--- config.mk ---
export PLATFORM = sky130hd
export DESIGN_NAME = sync_fifo_param_flat
export DESIGN_NICKNAME = d
export VERILOG_FILES = /design/src/rtl/sync_fifo_param_pkg.sv /design/src/rtl/sync_fifo_param_if.sv /design/src/rtl/sync_fifo_param_mem.sv /design/src/rtl/sync_fifo_param.sv /design/src/flat_wrapper.sv
export SDC_FILE = /design/constraint.sdc
export NUM_CORES = 1
export LEC_CHECK = 0
export BUFFER_PORTS_ARGS = -buffer_cell sky130_fd_sc_hd__buf_2
export CAP_MARGIN = 20
export CORE_UTILIZATION = 37
export DETAILED_ROUTE_END_ITERATION = 16
export PLACE_DENSITY = 0.53
export SYNTH_ARGS = -nofsm -noshare
export SYNTH_HDL_FRONTEND = slang
export SYNTH_SLANG_ARGS = --single-unit
--- constraint.sdc ---
create_clock -name clk -period 34.6 [get_ports clk]
set_input_delay 6.92 -clock clk [delete_from_list [all_inputs] [get_ports clk]]
set_output_delay 6.92 -clock clk [all_outputs]
set_load 0.02 [all_outputs]
--- src/rtl/sync_fifo_param_pkg.sv ---
// sync_fifo_param_pkg: shared constants for the parametrised command FIFO.
//   DEF_DATA_W / DEF_ADDR_W : default word and pointer widths
//   FWFT_STD / FWFT_FALL    : read-mode encodings for the FWFT parameter
//   clog2()                 : bits needed to hold values 0..v-1
package sync_fifo_param_pkg;
  localparam int DEF_DATA_W = 32;
  localparam int DEF_ADDR_W = 4;

  localparam int FWFT_STD  = 0;  // registered read, one-cycle rd_valid pulse
  localparam int FWFT_FALL = 1;  // head word always presented on rd_data

  function automatic int clog2(input int v);
    int r;
    r = 0;
    for (int i = 0; i < 31; i++)
      if ((1 << i) < v) r = i + 1;
    return r;
  endfunction
endpackage

--- src/rtl/sync_fifo_param_if.sv ---
// sync_fifo_param_if: FIFO handshake bundle.
//   master : producer/consumer side (drives flush, wr_*, rd_en, err_clr)
//   slave  : FIFO side (drives rd_data, rd_valid, flags, count, errors)
interface sync_fifo_param_if
  import sync_fifo_param_pkg::*;
#(
  parameter int DATA_W = DEF_DATA_W,
  parameter int ADDR_W = DEF_ADDR_W
);
  logic              flush;
  logic              wr_en;
  logic [DATA_W-1:0] wr_data;
  logic              rd_en;
  logic [DATA_W-1:0] rd_data;
  logic              rd_valid;
  logic              full;
  logic              empty;
  logic              almost_full;
  logic              almost_empty;
  logic [ADDR_W:0]   count;
  logic              overflow;
  logic              underflow;
  logic              err_clr;

  modport master (
    output flush, wr_en, wr_data, rd_en, err_clr,
    input  rd_data, rd_valid, full, empty, almost_full, almost_empty,
           count, overflow, underflow
  );

  modport slave (
    input  flush, wr_en, wr_data, rd_en, err_clr,
    output rd_data, rd_valid, full, empty, almost_full, almost_empty,
           count, overflow, underflow
  );
endinterface

--- src/rtl/sync_fifo_param_mem.sv ---
// sync_fifo_param_mem: DEPTH x DATA_W register array.
//   clk, rst      : clock, async active-high reset
//   we/waddr/wdata: synchronous write port
//   raddr/rdata   : asynchronous read port
module sync_fifo_param_mem #(
  parameter int DATA_W = 32,
  parameter int ADDR_W = 4
) (
  input  logic              clk,
  input  logic              rst,
  input  logic              we,
  input  logic [ADDR_W-1:0] waddr,
  input  logic [DATA_W-1:0] wdata,
  input  logic [ADDR_W-1:0] raddr,
  output logic [DATA_W-1:0] rdata
);
  localparam int DEPTH = 1 << ADDR_W;

  logic [DEPTH-1:0][DATA_W-1:0] mem;

  // Cleared on reset so a fall-through read port shows 0 out of reset.
  always_ff @(posedge clk or posedge rst) begin
    if (rst)     mem        <= '0;
    else if (we) mem[waddr] <= wdata;
  end

  assign rdata = mem[raddr];
endmodule

--- src/rtl/sync_fifo_param.sv ---
// sync_fifo_param: parametrised single-clock FIFO with standard or
// first-word-fall-through read, threshold flags, flush and sticky errors.
//   clk, rst : clock, async active-high reset
//   bus      : sync_fifo_param_if.slave (write/read handshake, flags,
//              count, overflow/underflow, flush, err_clr)
module sync_fifo_param
  import sync_fifo_param_pkg::*;
#(
  parameter int DATA_W    = DEF_DATA_W,
  parameter int ADDR_W    = DEF_ADDR_W,
  parameter int AFULL_TH  = (1 << ADDR_W) - 1,
  parameter int AEMPTY_TH = 1,
  parameter int FWFT      = FWFT_STD
) (
  input logic               clk,
  input logic               rst,
  sync_fifo_param_if.slave  bus
);
  localparam int DEPTH = 1 << ADDR_W;
  localparam int CNT_W = clog2(DEPTH + 1);

  logic [ADDR_W-1:0] wr_ptr, rd_ptr;
  logic [CNT_W-1:0]  cnt;
  logic [DATA_W-1:0] head;
  logic              wr_acc, rd_acc, ovf_set, udf_set;
  logic              ovf, udf;

  // Flush masks every request, so nothing is accepted or flagged that cycle.
  // A write into a full FIFO is allowed when the same cycle pops a word.
  assign rd_acc  = bus.rd_en & ~bus.flush & ~bus.empty;
  assign wr_acc  = bus.wr_en & ~bus.flush & (~bus.full | rd_acc);
  assign ovf_set = bus.wr_en & ~bus.flush & ~wr_acc;
  assign udf_set = bus.rd_en & ~bus.flush & bus.empty;

  assign bus.count        = cnt;
  assign bus.empty        = (cnt == '0);
  assign bus.full         = (cnt == CNT_W'(DEPTH));
  assign bus.almost_full  = (cnt >= CNT_W'(AFULL_TH));
  assign bus.almost_empty = (cnt <= CNT_W'(AEMPTY_TH));
  assign bus.overflow     = ovf;
  assign bus.underflow    = udf;

  sync_fifo_param_mem #(.DATA_W(DATA_W), .ADDR_W(ADDR_W)) u_mem (
    .clk   (clk),
    .rst   (rst),
    .we    (wr_acc),
    .waddr (wr_ptr),
    .wdata (bus.wr_data),
    .raddr (rd_ptr),
    .rdata (head)
  );

  // Pointers wrap naturally at ADDR_W bits.
  always_ff @(posedge clk or posedge rst) begin
    if (rst) begin
      wr_ptr <= '0;
      rd_ptr <= '0;
      cnt    <= '0;
    end else if (bus.flush) begin
      wr_ptr <= '0;
      rd_ptr <= '0;
      cnt    <= '0;
    end else begin
      if (wr_acc) wr_ptr <= wr_ptr + 1'b1;
      if (rd_acc) rd_ptr <= rd_ptr + 1'b1;
      case ({wr_acc, rd_acc})
        2'b10:   cnt <= cnt + 1'b1;
        2'b01:   cnt <= cnt - 1'b1;
        default: cnt <= cnt;
      endcase
    end
  end

  // Sticky errors: a fresh event beats err_clr; flush leaves them alone.
  always_ff @(posedge clk or posedge rst) begin
    if (rst) begin
      ovf <= 1'b0;
      udf <= 1'b0;
    end else if (!bus.flush) begin
      ovf <= ovf_set | (ovf & ~bus.err_clr);
      udf <= udf_set | (udf & ~bus.err_clr);
    end
  end

  generate
    if (FWFT == FWFT_FALL) begin : g_fwft
      assign bus.rd_data  = head;
      assign bus.rd_valid = ~bus.empty;
    end else begin : g_std
      logic [DATA_W-1:0] rd_q;
      logic              vld_q;
      // The head is captured before the same edge can overwrite it, so a
      // read+write while full returns the old word.
      always_ff @(posedge clk or posedge rst) begin
        if (rst) begin
          rd_q  <= '0;
          vld_q <= 1'b0;
        end else begin
          vld_q <= rd_acc;
          if (rd_acc) rd_q <= head;
        end
      end
      assign bus.rd_data  = rd_q;
      assign bus.rd_valid = vld_q;
    end
  endgenerate
endmodule
--- src/flat_wrapper.sv ---
// flat-port wrapper written by rule: the top's interface ports become plain ports
module sync_fifo_param_flat import sync_fifo_param_pkg::*;
#(
  parameter int DATA_W    = DEF_DATA_W,
  parameter int ADDR_W    = DEF_ADDR_W,
  parameter int AFULL_TH  = (1 << ADDR_W) - 1,
  parameter int AEMPTY_TH = 1,
  parameter int FWFT      = FWFT_STD
)
  (clk, rst, bus_flush, bus_wr_en, bus_wr_data, bus_rd_en, bus_err_clr, bus_rd_data, bus_rd_valid, bus_full, bus_empty, bus_almost_full, bus_almost_empty, bus_count, bus_overflow, bus_underflow);
  sync_fifo_param_if #(.DATA_W(DATA_W), .ADDR_W(ADDR_W)) bus_i ();
  input logic clk;
  input logic rst;
  input wire logic [$bits(bus_i.flush)-1:0] bus_flush;
  input wire logic [$bits(bus_i.wr_en)-1:0] bus_wr_en;
  input wire logic [$bits(bus_i.wr_data)-1:0] bus_wr_data;
  input wire logic [$bits(bus_i.rd_en)-1:0] bus_rd_en;
  input wire logic [$bits(bus_i.err_clr)-1:0] bus_err_clr;
  output wire logic [$bits(bus_i.rd_data)-1:0] bus_rd_data;
  output wire logic [$bits(bus_i.rd_valid)-1:0] bus_rd_valid;
  output wire logic [$bits(bus_i.full)-1:0] bus_full;
  output wire logic [$bits(bus_i.empty)-1:0] bus_empty;
  output wire logic [$bits(bus_i.almost_full)-1:0] bus_almost_full;
  output wire logic [$bits(bus_i.almost_empty)-1:0] bus_almost_empty;
  output wire logic [$bits(bus_i.count)-1:0] bus_count;
  output wire logic [$bits(bus_i.overflow)-1:0] bus_overflow;
  output wire logic [$bits(bus_i.underflow)-1:0] bus_underflow;
  assign bus_i.flush = bus_flush;
  assign bus_i.wr_en = bus_wr_en;
  assign bus_i.wr_data = bus_wr_data;
  assign bus_i.rd_en = bus_rd_en;
  assign bus_i.err_clr = bus_err_clr;
  assign bus_rd_data = bus_i.rd_data;
  assign bus_rd_valid = bus_i.rd_valid;
  assign bus_full = bus_i.full;
  assign bus_empty = bus_i.empty;
  assign bus_almost_full = bus_i.almost_full;
  assign bus_almost_empty = bus_i.almost_empty;
  assign bus_count = bus_i.count;
  assign bus_overflow = bus_i.overflow;
  assign bus_underflow = bus_i.underflow;
  sync_fifo_param #(.DATA_W(DATA_W), .ADDR_W(ADDR_W), .AFULL_TH(AFULL_TH), .AEMPTY_TH(AEMPTY_TH), .FWFT(FWFT)) u_core (.clk(clk), .rst(rst), .bus(bus_i));
endmodule
==> out/metrics.csv <==
stage,metric,value,unit
sta,worst_slew_pin_slew,1099,ps
final_layout,post-route-util,41.76,%
sta,min_period,9547,ps
yosys,yosys.area.top_type_share,54.80,%
global_routing,grt_max_degree,131,
worst_hold_path,hold_path_depth,1,
sta,final.period_utilization,27.59,%
yosys,synth_commonest_cells,"dfrtp_1 (560), mux2_2 (425), mux2i_1 (131), clkbuf_1 (73), a22oi_1 (65)",
global_routing,grt.total_usage,18.12,%
clocking,cts_sinks,560,
pwr,swShare,28.02,%
route,first_pass_iters,5,
route,routed_via_density,5.421,
pwr,p_leak,0.01352,uW
final_layout,num_antenna_cells,0,
yosys,yosysMostFrequentCell,dfrtp_1,
sta,hold_viol_final,0,
sta,grt_setup_unrepaired,no,
final_layout,nets,1796,
yosys,synth.area.top_cells,"dfrtp_1 (55%), mux2_2 (19%), mux4_2 (5.6%)",
global_routing,overflow,0,
clocking,ctsHoldBuffers,0,
route,drtIter0Drc,809,
global_routing,grt_antenna_before_repair,2,
final_layout,area_delta_synth_final,11.80,%
setup_path,ff2ff_setup_slack,31200,ps
route,vias,14510,
yosys,avgSynthCellArea,14.81,um^2
pwr,irDropWorstVdd,0.03968,mV
sta,skew,14.31,ps
floorplan,core-area,68470,um^2
final_layout,num-fill-cells,6304,
worst_hold_path,worstHoldPathType,reg -> reg,
setup_path,cp.arrival,2630,ps
setup_path,slowest_stage,or4b_1,
clocking,insertion_delay,620,ps
yosys,ys_types,60,
setup_path,worstSetupPathType,reg -> out,
sta,hold_ws,484.6,ps
status,outcome,finished clean,
yosys,netlist_area,25570,um^2
yosys,syn_nets,1775,
yosys,synth_flop_cell,dfrtp_1,
setup_path,cp.required,27680,ps
route,wl_per_cell,23.22,um
setup_path,cp_max_fo,9,
worst_hold_path,min_from,u_core.u_mem.mem[346]$_DFFE_PP0P_,
sta,finalMaxSlewViolations,0,
sta,max-slew-margin-rel,26.75,%
route,drc,0,
pwr,internal-power,1284,uW
global_routing,grt_pass1_wl,97210,um
setup_path,worstPathCellList,inv_1 > ha_1 > or4b_1 > inv_2 > buf_2,
pwr,combPwrFrac,19.8,%
yosys,ys_async_sr_fraction,100.0,%
floorplan,io-pin-count,82,
pwr,switchingPower,499.7,uW
yosys,seq_area_frac_synth,54.80,%
sta,setup_violations,0,
clocking,cts_resized,0,
setup_path,worst_setup_path_start_kind,register,
yosys,yosys.area.top_type,dfrtp_1,
yosys,synth-edff-count,0,
clocking,cts_buffers,61,
placed_design,io_buffer_count,81,
placed_design,dp_hpwl,34780,um
setup_path,max_stage_delay,660,ps
floorplan,std_cell_rows,96,
sta,max_freq,0.1048,GHz
sta,fin_setup_tns,0,ps
yosys,yosysWarnings,0,
pwr,pwr-share-seq,45.0,%
global_routing,grt_pass1_vias,15410,
floorplan,die_x,264.9,um
route,drtAntennaViolNets,0,
clocking,clockRootBuffer,clkbuf_16,
final_layout,drive_above_1_share,43.57,%
pwr,p_per_area,62.38,nW/um^2
route,drt_wl_total,62150,um
clocking,post_cts_buffers,0,
floorplan,start_util,37.35,%
clocking,cts_buffer_depth,3,
setup_path,cp-end-kind,output port,
yosys,ys_ff_latch,560,
flow_run,maxCapViolCount,0,
setup_path,r2r_end,u_core.bus.rd_data[19]$_DFFE_PP0P_,
placed_design,gp_congestion,0.7794,
worst_hold_path,min_delay_worst_endpoint,u_core.u_mem.mem[346]$_DFFE_PP0P_,
floorplan,die_y,264.9,um
setup_path,crit_start,u_core.bus.count[1]$_DFFE_PP0P_,
pwr,clkPwrFrac,35.2,%
clocking,clk_pin_slew,60,ps
floorplan,dieArea,70170,um^2
sta,fin_ws,25050,ps
yosys,netlist_instances,1727,
clocking,cts_tree,done,
clocking,htree_levels,2,
setup_path,worstReg2RegStart,u_core.rd_ptr[0]$_DFFE_PP0P_,
placed_design,place_ws,24700,ps
setup_path,r2r_cells,5,
==> state kept, by name (all words and copies together) (netlist names) <==
signal,cells
u_core.bus.count,5
u_core.bus.overflow,1
u_core.bus.rd_data,32
u_core.bus.rd_valid,1
u_core.bus.underflow,1
u_core.rd_ptr,4
u_core.u_mem.mem,512
u_core.wr_ptr,4
==> cells in the final DEF, fill, tap and decap left out, types with 3 or more instances in the layout <==
cell       instances
clkbuf_16         62
nor2b_1            3
inv_1              6
o21ai_0            3
nor3_1            34
ha_1              10
mux2_1            29
a21oi_1           35
clkinv_2           8
buf_16             3
mux4_2            64
nor2_1            44
buf_4             28
dfrtp_1          558
nand4b_1           3
o22ai_1           32
and3_2             6
nand3_4            6
nand4_1            3
a22oi_1           65
nand2_1            4
mux2_2           425
nand2b_1           3
clkbuf_8          15
buf_2             81
mux2i_1          131
mux2_4            60
nand3_1            3
xor2_1             4
clkbuf_1          22
==> critical path, delay by kind of cell, from the launching register on <==
| family | cells | cell delay (ps) |
|---|---|---|
| DFF | 1 | 480 |
| and+or+nand+nor | 1 | 660 |
| buffers and inverters | 3 | 600 |
| adders and majority gates | 1 | 280 |
==> cells by family (layout without fill, tap and decap cells) <==
kind of cell,count (synthesis),after routing,synth area share (%)
mux,709,709,34.28
flops,560,560,54.80
buf+inv,163,231,3.200
compound gates,151,151,4.002
simple gates,129,129,3.058
fa+ha+maj,10,10,0.4893
xor+xnor,5,5,0.1712
==> worst max path at each step <==
stage,endpoint,cells after the start
finish,bus_empty,5
global route,bus_empty,5
CTS,bus_empty,5
detailed placement,u_core.u_mem.mem[172]$_DFFE_PP0P_,6
floorplan,u_core.bus.count[0]$_DFFE_PP0P_,1
global placement,u_core.u_mem.mem[211]$_DFFE_PP0P_,4
==> power groups by stage <==
stage | combinational (uW) | sequential (uW) | clock, uW
after floorplan | 254 | 815 | 0
after global placement | 354 | 811 | 0
after detailed placement | 358 | 814 | 0
after CTS | 359 | 803 | 651
after global routing | 383 | 814 | 677
final | 354 | 802 | 628
==> per-stage QoR <==
stage | cells | area [um^2] | total power, uW
after floorplan | 1727 | 25570 | 1068
after global placement | 2564 | 26570 | 1165
after detailed placement | 2564 | 26570 | 1173
after CTS | 2674 | 28510 | 1813
after global routing | 2677 | 28590 | 1874
final | 2677 | 28590 | 1783
==> final cells by class <==
type                    count  area (um^2)  share of cell area, %
flip-flops and latches    560        14020                  49.04
multi-input cells        1004        10790                  37.73
clock buffers              99         1841                  6.438
well taps                 882         1104                  3.860
repair buffers            112        698.2                  2.442
clock inverters            11        93.84                 0.3282
inverters                   9        43.79                 0.1532
==> per-layer routing <==
layer / vias to the layer above / track usage (%) / part of all wire [%]
met3: 85 / 2.239 / 3.2
li1: 6406 / - / -
met1: 7799 / 25.40 / 47
met2: 220 / 29.74 / 48
met5: - / 0 / 0.014
met4: 2 / 4.671 / 2.0
Power figures use the tool's default switching activity.
